### src/rtl/ram_bus_master_if.sv
// ram_bus_master_if: memory_control request/response signals plus the Wishbone B4 classic master bus.
// The master modport is the bridge's view; slave is the view of the requester/SRAM side.
interface ram_bus_master_if #(
    parameter int ADDR_W = 32,
    parameter int DATA_W = 32
);
    logic [ADDR_W-1:0]   ramaddr;
    logic [DATA_W-1:0]   ramstore;
    logic                Ren;
    logic                Wen;
    logic [DATA_W-1:0]   ramload;
    logic                busy_o;
    logic                err_o;
    logic [ADDR_W-1:0]   ADR_O;
    logic [DATA_W-1:0]   DAT_O;
    logic [DATA_W/8-1:0] SEL_O;
    logic                WE_O;
    logic                CYC_O;
    logic                STB_O;
    logic [DATA_W-1:0]   DAT_I;
    logic                ACK_I;
    logic                ERR_I;

    modport master (
        input  ramaddr, ramstore, Ren, Wen, DAT_I, ACK_I, ERR_I,
        output ramload, busy_o, err_o, ADR_O, DAT_O, SEL_O, WE_O, CYC_O, STB_O
    );

    modport slave (
        output ramaddr, ramstore, Ren, Wen, DAT_I, ACK_I, ERR_I,
        input  ramload, busy_o, err_o, ADR_O, DAT_O, SEL_O, WE_O, CYC_O, STB_O
    );
endinterface

### src/rtl/ram_bus_master.sv
// ram_bus_master: turns single-beat Ren/Wen RAM requests into Wishbone classic cycles,
// with ERR_I and a wait-cycle timeout both completing the request with ERR_DATA.
module ram_bus_master #(
    parameter int                ADDR_W   = 32,
    parameter int                DATA_W   = 32,
    parameter int                TIMEOUT  = 255,
    parameter logic [DATA_W-1:0] ERR_DATA = 32'hBAD0_BAD0
) (
    input  logic                 CLK,
    input  logic                 RST,
    ram_bus_master_if.master     bus
);
    localparam int CNT_W = (TIMEOUT > 0) ? $clog2(TIMEOUT + 1) : 1;

    typedef enum logic [1:0] {IDLE, BUS, DONE} state_t;

    state_t              r_state;
    state_t              w_next;
    logic [CNT_W-1:0]    r_cnt;
    logic [ADDR_W-1:0]   r_adr;
    logic [DATA_W-1:0]   r_dat;
    logic                r_we;
    logic [DATA_W-1:0]   r_load;
    logic                r_err;
    logic                w_req;
    logic                w_timeout;
    logic                w_fail;
    logic                w_end;
    logic                w_busy;
    logic                w_cyc;

    assign w_req     = bus.Ren | bus.Wen;
    assign w_timeout = (TIMEOUT != 0) && (r_cnt == CNT_W'(TIMEOUT - 1));
    assign w_fail    = bus.ERR_I | w_timeout;
    assign w_end     = bus.ACK_I | w_fail;

    always_comb begin
        w_next = IDLE;
        w_busy = 1'b0;
        w_cyc  = 1'b0;
        w_next = (r_state == IDLE) ? (w_req ? BUS : IDLE) :
                 (r_state == BUS)  ? (w_end ? DONE : BUS) : IDLE;
        // the accept cycle already reports busy so the requester never sees a false completion
        w_busy = (r_state == IDLE) ? w_req : (r_state == BUS);
        w_cyc  = (r_state == BUS);
    end

    always_ff @(posedge CLK or posedge RST) begin
        if (RST) begin
            r_state <= IDLE;
            r_cnt   <= '0;
            r_adr   <= '0;
            r_dat   <= '0;
            r_we    <= 1'b0;
            r_load  <= '0;
            r_err   <= 1'b0;
        end else begin
            r_state <= w_next;
            r_err   <= 1'b0;
            if (r_state == IDLE && w_req) begin
                r_adr <= bus.ramaddr;
                r_dat <= bus.ramstore;
                r_we  <= bus.Wen & ~bus.Ren;
                r_cnt <= '0;
            end
            if (r_state == BUS) begin
                if (w_fail) begin
                    r_load <= ERR_DATA;
                    r_err  <= 1'b1;
                end else if (bus.ACK_I) begin
                    r_load <= r_we ? r_load : bus.DAT_I;
                end else if (r_cnt != CNT_W'(TIMEOUT)) begin
                    r_cnt <= r_cnt + 1'b1;
                end
            end
        end
    end

    assign bus.ramload = r_load;
    assign bus.busy_o  = w_busy;
    assign bus.err_o   = r_err;
    assign bus.ADR_O   = r_adr;
    assign bus.DAT_O   = r_dat;
    assign bus.SEL_O   = '1;
    assign bus.WE_O    = r_we;
    assign bus.CYC_O   = w_cyc;
    assign bus.STB_O   = w_cyc;
endmodule
### src/flat_wrapper.sv
// flat-port wrapper written by rule: the top's interface ports become plain ports
module ram_bus_master_flat 
#(
    parameter int                ADDR_W   = 32,
    parameter int                DATA_W   = 32,
    parameter int                TIMEOUT  = 255,
    parameter logic [DATA_W-1:0] ERR_DATA = 32'hBAD0_BAD0
)
  (CLK, RST, bus_ramaddr, bus_ramstore, bus_Ren, bus_Wen, bus_DAT_I, bus_ACK_I, bus_ERR_I, bus_ramload, bus_busy_o, bus_err_o, bus_ADR_O, bus_DAT_O, bus_SEL_O, bus_WE_O, bus_CYC_O, bus_STB_O);
  ram_bus_master_if #(.ADDR_W(ADDR_W), .DATA_W(DATA_W)) bus_i ();
  input  logic CLK;
  input  logic RST;
  input wire logic [$bits(bus_i.ramaddr)-1:0] bus_ramaddr;
  input wire logic [$bits(bus_i.ramstore)-1:0] bus_ramstore;
  input wire logic [$bits(bus_i.Ren)-1:0] bus_Ren;
  input wire logic [$bits(bus_i.Wen)-1:0] bus_Wen;
  input wire logic [$bits(bus_i.DAT_I)-1:0] bus_DAT_I;
  input wire logic [$bits(bus_i.ACK_I)-1:0] bus_ACK_I;
  input wire logic [$bits(bus_i.ERR_I)-1:0] bus_ERR_I;
  output wire logic [$bits(bus_i.ramload)-1:0] bus_ramload;
  output wire logic [$bits(bus_i.busy_o)-1:0] bus_busy_o;
  output wire logic [$bits(bus_i.err_o)-1:0] bus_err_o;
  output wire logic [$bits(bus_i.ADR_O)-1:0] bus_ADR_O;
  output wire logic [$bits(bus_i.DAT_O)-1:0] bus_DAT_O;
  output wire logic [$bits(bus_i.SEL_O)-1:0] bus_SEL_O;
  output wire logic [$bits(bus_i.WE_O)-1:0] bus_WE_O;
  output wire logic [$bits(bus_i.CYC_O)-1:0] bus_CYC_O;
  output wire logic [$bits(bus_i.STB_O)-1:0] bus_STB_O;
  assign bus_i.ramaddr = bus_ramaddr;
  assign bus_i.ramstore = bus_ramstore;
  assign bus_i.Ren = bus_Ren;
  assign bus_i.Wen = bus_Wen;
  assign bus_i.DAT_I = bus_DAT_I;
  assign bus_i.ACK_I = bus_ACK_I;
  assign bus_i.ERR_I = bus_ERR_I;
  assign bus_ramload = bus_i.ramload;
  assign bus_busy_o = bus_i.busy_o;
  assign bus_err_o = bus_i.err_o;
  assign bus_ADR_O = bus_i.ADR_O;
  assign bus_DAT_O = bus_i.DAT_O;
  assign bus_SEL_O = bus_i.SEL_O;
  assign bus_WE_O = bus_i.WE_O;
  assign bus_CYC_O = bus_i.CYC_O;
  assign bus_STB_O = bus_i.STB_O;
  ram_bus_master #(.ADDR_W(ADDR_W), .DATA_W(DATA_W), .TIMEOUT(TIMEOUT), .ERR_DATA(ERR_DATA)) u_core (.CLK(CLK), .RST(RST), .bus(bus_i));
endmodule
### config.mk
export PLATFORM = sky130hd
export DESIGN_NAME = ram_bus_master_flat
export DESIGN_NICKNAME = d
export VERILOG_FILES = /design/src/rtl/ram_bus_master_if.sv /design/src/rtl/ram_bus_master.sv /design/src/flat_wrapper.sv
export SDC_FILE = /design/constraint.sdc
export NUM_CORES = 1
export LEC_CHECK = 0
export BUFFER_PORTS_ARGS = -buffer_cell sky130_fd_sc_hd__buf_2
export CORE_ASPECT_RATIO = 1.4
export CORE_MARGIN = 3
export CORE_UTILIZATION = 45
export CTS_CLUSTER_SIZE = 28
export DETAILED_ROUTE_END_ITERATION = 10
export PLACE_DENSITY = 0.77
export SLEW_MARGIN = 20
export SYNTH_ARGS = -nofsm -noshare
export SYNTH_HDL_FRONTEND = slang
export SYNTH_SLANG_ARGS = --single-unit
### constraint.sdc
create_clock -name CLK -period 3.48 [get_ports CLK]
set_clock_uncertainty 0.15 [all_clocks]
set_input_delay 0.174 -clock CLK [delete_from_list [all_inputs] [get_ports CLK]]
set_output_delay 0.174 -clock CLK [all_outputs]
set_load 0.02 [all_outputs]
-- Word level (Yosys, flattened, before mapping)
Cells that the tools add are included.
- bits in registers: 108
- word-level logic and storage cells: 36
- add/sub/neg operators: 1
- equality and inequality tests: 4
- muxes and demuxes: 15
- bitwise gates (word level): 5
- reduce and logical (&&, ||, !) cells: 4
- operators by type and width (kind ; count):
    $mux W32 ; 3
    $mux W8 ; 5
    $add A8 B1 Y8 const B ; 1
    $eq A8 B8 Y1 const B ; 1
    $ne A8 B8 Y1 const B ; 1
    $mux W2 ; 3
    $mux W1 ; 4
    $or A1 B1 Y1 ; 3
    $reduce_and A3 Y1 ; 1
    $eq A2 B1 Y1 const B ; 1
    $logic_not A2 Y1 ; 1
    $ne A2 B2 Y1 const B ; 1
    $reduce_bool A2 Y1 ; 1
    $and A1 B1 Y1 ; 1
    $logic_and A1 B1 Y1 ; 1
    $not A1 Y1 ; 1

-- Logic depth before layout (Yosys ltp)
Gate-level depths: netlist (run 1).
- depth after elaboration: 7
- mapped depth: 7

-- Least setup slack after synthesis (run 1)
No wires, ideal clock.
- path kind: flip-flop to flip-flop
- start: register u_core.r_cnt[0]
- end: register u_core.r_load[11], in the netlist u_core.bus.ramload[11]
- setup time: 121 ps
- arrival time: 1609 ps
- data required time: 3209 ps
- slack: 1600 ps
- cell stages (with the launch flop): 8
- buffers on the path: 1
- path through: dfrtp_1 > inv_1 > ha_1 > and3_1 > a21oi_2 > nand3_2 > buf_2 > o22a_1
- word-level cells in the longest chain between the ends: 4
- elaborated cells between the ends (all ways): 6
- classes of those cells: eq/ne (2); mux (1); bitwise (1); reduce/logical (2)
- ends and longest elaborated chain (element ; RTL line ; text):
    start, declared ; ram_bus_master.sv:19 ; logic [CNT_W-1:0] r_cnt;
    start signal, assigned ; ram_bus_master.sv:73 ; r_cnt <= r_cnt + 1'b1;
    $eq A8 B8 Y1 * ; ram_bus_master.sv:33 ; assign w_timeout = (TIMEOUT != 0) && (r_cnt == CNT_W'(TIMEOUT - 1));
    $or A1 B1 Y1 * ; ram_bus_master.sv:34 ; assign w_fail = bus.ERR_I | w_timeout;
    $ne A2 B2 Y1 (no line) / $reduce_bool A2 Y1 (equally long branches) ; - ;
    $reduce_and A3 Y1 (no line) ; - ;
    end signal, assigned ; ram_bus_master.sv:71 ; r_load <= r_we ? r_load : bus.DAT_I;
    end, declared ; ram_bus_master.sv:23 ; logic [DATA_W-1:0] r_load;
Mark *: on every way between the ends. The rest lies on a longest branch, timed or not.
A chain may end at the register's enable or synchronous reset.

-- Worst setup path in the final report (run 1)
- start: input bus_Ren
- end: output bus_busy_o
- word-level cells in the longest chain between the ends: 2
- ends and longest elaborated chain (element ; RTL line ; text):
    start, declared ; flat_wrapper.sv:15 ; input wire logic [$bits(bus_i.Ren)-1:0] bus_Ren;
    $or A1 B1 Y1 ; ram_bus_master.sv:32 ; assign w_req = bus.Ren | bus.Wen;
    $mux W1 ; ram_bus_master.sv:44 ; w_busy = (r_state == IDLE) ? w_req : (r_state == BUS);
    end, declared ; flat_wrapper.sv:21 ; output wire logic [$bits(bus_i.busy_o)-1:0] bus_busy_o;
No other way between the ends.

==> run metrics, run 1 <==
crit-path max FO 43; critical path's slowest cell o21ai_4; Final Wtd Congestion 0.780; top cells by area, synth dfrtp_1 (63%), nand2_1 (17%), a22o_1 (3.2%), o22a_1 (3.2%), buf_4 (1.2%); Fin. Hold Viols 0; largest area contributor in the netlist dfrtp_1; Metal-1 WL 4910 um; DRC viols 0; Initial Utilization 47.0%; Max Freq 389 MHz; setup TNS 0 ps; TritonCTS clock tree built; H-tree levels 3; post-route core utilization 72.5%; Slew Viols, Final 0; async set-reset flop share out of synthesis 100%; WS Path Type input pin to primary output; critical path data required time 3160 ps; io pins 207; TritonCTS buffer count 9; top post-synthesis cells by count nand2_1 (199), dfrtp_1 (108), a22o_1 (16), o22a_1 (16); post-synthesis area per instance 10.2 um^2; Distinct cells, synth 46; nets 820; vias in the first global route 4418; Via Count 4202; Post-Layout Inst Area 6660 um^2; maximum VDD drop 0.563 mV; antenna violations before repair 0; max layer used met4; Tmin final 2570 ps; Worst Setup Start Kind input pin; core box area 9180 um^2; RSZ-0062 raised after global routing no; met2 wire length 6720 um; Remaining Overflow, GRT 0; hold_sp bus_Wen; crit path from bus_Ren; Top Family by Delay on Critical Path buffers and inverters; post-CTS setup buffers 0; sequential share of power 37.1%; worst slew pin tran 782 ps; vias per cell 5.07; layout cell share with drive strength beyond 1 32.9%; Mapped Area 4310 um^2; MaxCap Viol Count 0; Setup WS pre-CTS 1280 ps; sw frac 43.1%; port bufs 202; most common flop cell mapped by yosys dfrtp_1; maximum buffer depth of the clock tree 2; crit path cell chain dlygate4sd3_1 > buf_2 > o21ai_4 > buf_4 > nand2_1 > buf_2; Logic pwr share 45.3%; worst hold path type input pin to flop; sw power 2.49 mW; outcome finished, final reports clean; Rel. slew slack 47.9%; first-pass GRT wire length 20900 um; synth-to-layout area growth 54.4%; drt pass-1 iters 6; DR iter-0 viols 184; Clk Latency, worst-skew pair 330 ps; post-route clock period utilization 73.9%; count leader, synth nand2_1; Data arrival, critical path 2250 ps; Pwr Density 869 nW/um^2; EDFF count, synth 0; Critical path buffers and inverters 4; remaining antenna violation count 0; Clk pwr share 17.6%; Cell Area, Placed 5370 um^2; Clk pin slew, worst setup/hold paths 70 ps; Die Height 122 um; Int Power 3.29 mW; CTS Sinks 108; CP endpoint kind primary output; Final HPWL DP 7710 um; P_leak 3.55 nW; num rows 41; Post-Synthesis Cells 423; register bit count reported by yosys 108; largest net degree at the start of global routing 89; share of the synthesized area in the top cell type 62.7%; Post-Route WL 13200 um; launch point of the worst reg-to-reg path u_core.r_cnt[0]; met3 wire length 1160 um; Setup violations, final 0; Die Wd 88.7 um; clk root buf clkbuf_16; Tot Pwr 5.79 mW; most used cell along the critical path buf_2; WL/cell 15.9 um; Worst Slack Setup Final 908 ps; GRT Total Usage 24.8%; register area share after synthesis 62.7%; Die ar. 10800 um^2; CP peak stage delay 570 ps; synth warn 0
stage by stage:
stage	hold WS, ps	cells
floorplan	110	426
global placement	212	714
detailed placement	216	714
CTS	8.42	828
global route	23.9	828
finish	25.4	829
cells in the final DEF (no fill, tap or decap), drive strengths merged, types with 3 or more instances in the layout:
master,netlist,final
buf,16,205
conb,1,4
o21ai,5,5
dfrtp,108,108
a21oi,5,5
nand3,5,5
dlygate4sd3,0,98
and3,5,5
o22a,16,16
a22o,16,16
nor3,3,3
clkbuf,8,11
nand2,199,199
inv,3,4
nor2,7,7
per-layer routing:
layer  track usage (%)  vias to the layer above
li1                  -                     1974
met1              28.1                     1965
met2              42.6                      223
met3              6.22                       40
met4              12.2                        0
met5                 0                        -
power by group through the flow:
stage	clock network (mW)	logic, mW	registers [mW]
after floorplan	0	0.976	2.80
after global placement	0	2.46	2.11
after detailed placement	0	2.52	2.13
after CTS	1.05	2.60	2.12
after global routing	1.09	2.87	2.21
final	1.02	2.62	2.14
worst register-to-register path, stage by stage, from the launching register on:
cell	delay (ps)
dfrtp_1	420
inv_1	70
ha_1	230
and3_1	240
a21o_4	250
o21ai_2	520
a22o_1	270
state kept, by name, indices dropped and copies added (netlist names):
| register | cells |
|---|---|
| u_core.bus.ADR_O | 32 |
| u_core.bus.DAT_O | 32 |
| u_core.bus.WE_O | 1 |
| u_core.bus.err_o | 1 |
| u_core.bus.ramload | 32 |
| u_core.r_cnt | 8 |
| u_core.r_state | 2 |
path summary, 6_finish.rpt:
check	to	cells after the start	slack, ps
max	bus_busy_o	6	910
min reg2reg	u_core.bus.DAT_O[26]	2	320
min in group asynchronous	u_core.bus.ramload[18]	3	380
min	u_core.bus.WE_O	3	30
max reg2reg	u_core.bus.ramload[30]	6	1260
max in group asynchronous	u_core.bus.ramload[4]	4	1990
logic make-up (layout without fill, tap and decap cells):
| group | after synthesis | count (layout) | share of synthesized area (%) |
|---|---|---|---|
| AND/OR/NAND/NOR | 228 | 228 | 22.1 |
| flip-flops | 108 | 108 | 62.7 |
| AO/OA/AOI/OAI | 55 | 55 | 10.9 |
| buffers and inverters | 28 | 323 | 3.45 |
| adder cells (fa/ha/maj) | 2 | 2 | 0.580 |
| other | 1 | 5 | 0.0869 |
| multiplexers | 1 | 1 | 0.232 |
layout make-up:
cell class                      instances  area (um^2)
Multi-Input combinational cell        290         1490
Sequential cell                       108         2700
Fill cell                             588         2520
Timing Repair Buffer                  303         2010
Tap cell                              107          134
Inverter                                4         20.0
Clock buffer                           11          243
Clock inverter                          5         58.8
Antenna cell                            1         2.50
what timing repair did:
action,4_1_cts,5_1_grt
endpoints found under the hold margin,106,0
hold buffers,98,0
gates resized for setup,0,0
endpoints found under the setup margin,0,0
No activity file was read; power rests on OpenSTA's default activity.
==> inputs of run 2 (changes only) <==
--- a/config.mk
+++ b/config.mk
@@ -8,10 +8,10 @@
 export BUFFER_PORTS_ARGS = -buffer_cell sky130_fd_sc_hd__buf_2
 export CORE_ASPECT_RATIO = 1.4
 export CORE_MARGIN = 3
-export CORE_UTILIZATION = 45
+export CORE_UTILIZATION = 42
 export CTS_CLUSTER_SIZE = 28
 export DETAILED_ROUTE_END_ITERATION = 10
-export PLACE_DENSITY = 0.77
+export PLACE_DENSITY = 0.76
 export SLEW_MARGIN = 20
 export SYNTH_ARGS = -nofsm -noshare
 export SYNTH_HDL_FRONTEND = slang
==> constraint.sdc (replaced) <==
create_clock -name CLK -period 2.2 [get_ports CLK]
set_clock_uncertainty 0.15 [all_clocks]
set_input_delay 0.11 -clock CLK [delete_from_list [all_inputs] [get_ports CLK]]
set_output_delay 0.11 -clock CLK [all_outputs]
set_load 0.02 [all_outputs]
==> run metrics, run 2 (synthesis results as in run 1) <==
largest net degree at the start of global routing 66; most frequent cells in the layout buf_2 (202), nand2_1 (199), dfrtp_1 (108); first-pass GRT wire length 21500 um; antenna violations before repair 0; nets 827; Worst Setup Start Kind flop; vias in the first global route 4480; outcome finished, final reports clean; fillers 718; synth-to-layout area growth 57.6%; Slew Viols, Final 0; post-CTS setup buffers 0; Clk Latency, worst-skew pair 350 ps; Cell Count, Final, Fillers Out 863; P_leak 3.59 nW; H-tree levels 3; critical path data required time 2320 ps; vias per cell 4.96; Initial Utilization 43.3%; TritonCTS buffer count 9; crit-path max FO 16; clk root buf clkbuf_16; Data arrival, critical path 2090 ps; CP endpoint kind flop; Setup violations, final 0; Final HPWL DP 7910 um; Placed Cells incl. Taps 745; Fin. Hold Viols 0; io pins 207; Pwr Density 1360 nW/um^2; most common cell after layout, fill and taps aside buf_2; Diodes inserted 0; Die ar. 11500 um^2; remaining antenna violation count 0; RSZ-0062 raised after global routing no; Die Height 126 um; maximum buffer depth of the clock tree 2; Die Wd 91.6 um; Final Wtd Congestion 0.745; drt pass-1 iters 4; Tmin final 1970 ps; Rel. slew slack 47.9%; post-route clock period utilization 89.3%; worst hold path type input pin to flop; GRT Total Usage 23.3%; WL/cell 15.4 um; port bufs 202; setup TNS 0 ps; Clk pin slew, worst setup/hold paths 70 ps; Post-Route WL 13300 um; num rows 43; TritonCTS clock tree built; Via Count 4279; DRC viols 0; WS Path Type flop to flop; core box area 9950 um^2; Max Freq 509 MHz; layout cell share with drive strength beyond 1 33.4%; Remaining Overflow, GRT 0; CTS Sinks 108; maximum VDD drop 0.688 mV; DR iter-0 viols 198; MaxCap Viol Count 0; worst slew pin tran 781 ps
## run 2: cell types whose count changed in the layout (fill, tap and decap cells not counted), sizes merged
cell | before | now
diode | 1 | 0
bufinv | 1 | 0
clkinv | 2 | 3
inv | 4 | 5
dlygate4sd3 | 98 | 101
clkinvlp | 2 | 3
o21ai | 5 | 6
buf | 205 | 208
clkbuf | 11 | 9
## run 2: final timing paths
kind | from | cells past startpoint | endpoint | slack [ps]
max in group asynchronous | RST | 4 | u_core.bus.ramload[11] | 980
min | bus_Ren | 4 | u_core.bus.ADR_O[27] | 150
min reg2reg | u_core.bus.ADR_O[27] | 2 | u_core.bus.ADR_O[27] | 320
max reg2reg | u_core.r_cnt[0] | 7 | u_core.bus.ramload[21] | 230
min in group asynchronous | RST | 3 | u_core.bus.DAT_O[5] | 280
max | u_core.r_cnt[0] | 7 | u_core.bus.ramload[21] | 230
## run 2: metrics by stage
step / util, % / worst slack, ps / hold slack, ps / area (um^2) / power (mW)
floorplan: - / 320 / 45.7 / 4330 / 5.97
global placement: 55.1 / 226 / 121 / 5480 / 7.29
detailed placement: 55.1 / 145 / 123 / 5480 / 7.44
CTS: 68.1 / 115 / 210 / 6780 / 9.17
global route: 68.3 / 64.6 / 202 / 6800 / 9.81
finish: 68.3 / 234 / 151 / 6800 / 9.23
## run 2: report_power, final
| group | internal (mW) | leakage (nW) | switching, mW |
|---|---|---|---|
| combinational | 1.51 | 2.14 | 2.78 |
| sequential | 2.87 | 1.31 | 0.517 |
| clock | 0.788 | 0.136 | 0.759 |
| total | 5.17 | 3.59 | 4.06 |
## run 2: critical path: stages (launching register included)
cell and delay [ps]:
dfrtp_1 420, inv_1 60, ha_1 200, and3_1 240, a21o_4 260, o21ai_2 130
buf_4 240, a22o_1 200
## run 2: metal layers
layer | part of all wire, % | GRT usage, %
met5 | 0 | 0
met4 | 3.7 | 13.1
met3 | 7.6 | 5.62
met2 | 52 | 40.9
met1 | 37 | 25.6
## run 2: cell type report
| type | count | area, um^2 | share of cell area, % |
|---|---|---|---|
| inverter | 4 | 18.8 | 0.276 |
| timing repair buffer | 309 | 2120 | 31.1 |
| tap | 135 | 169 | 2.49 |
| clock inverter | 7 | 60.1 | 0.884 |
| clock buffer | 9 | 225 | 3.31 |
| sequential | 108 | 2700 | 39.8 |
| multi-input combinational | 291 | 1500 | 22.1 |
## run 2: timing repair
item | 4_1_cts | 5_1_grt
gates resized for setup | 0 | 2
hold buffers | 101 | 0
endpoints found under the hold margin | 128 | 0
setup endpoints to repair | 0 | 17
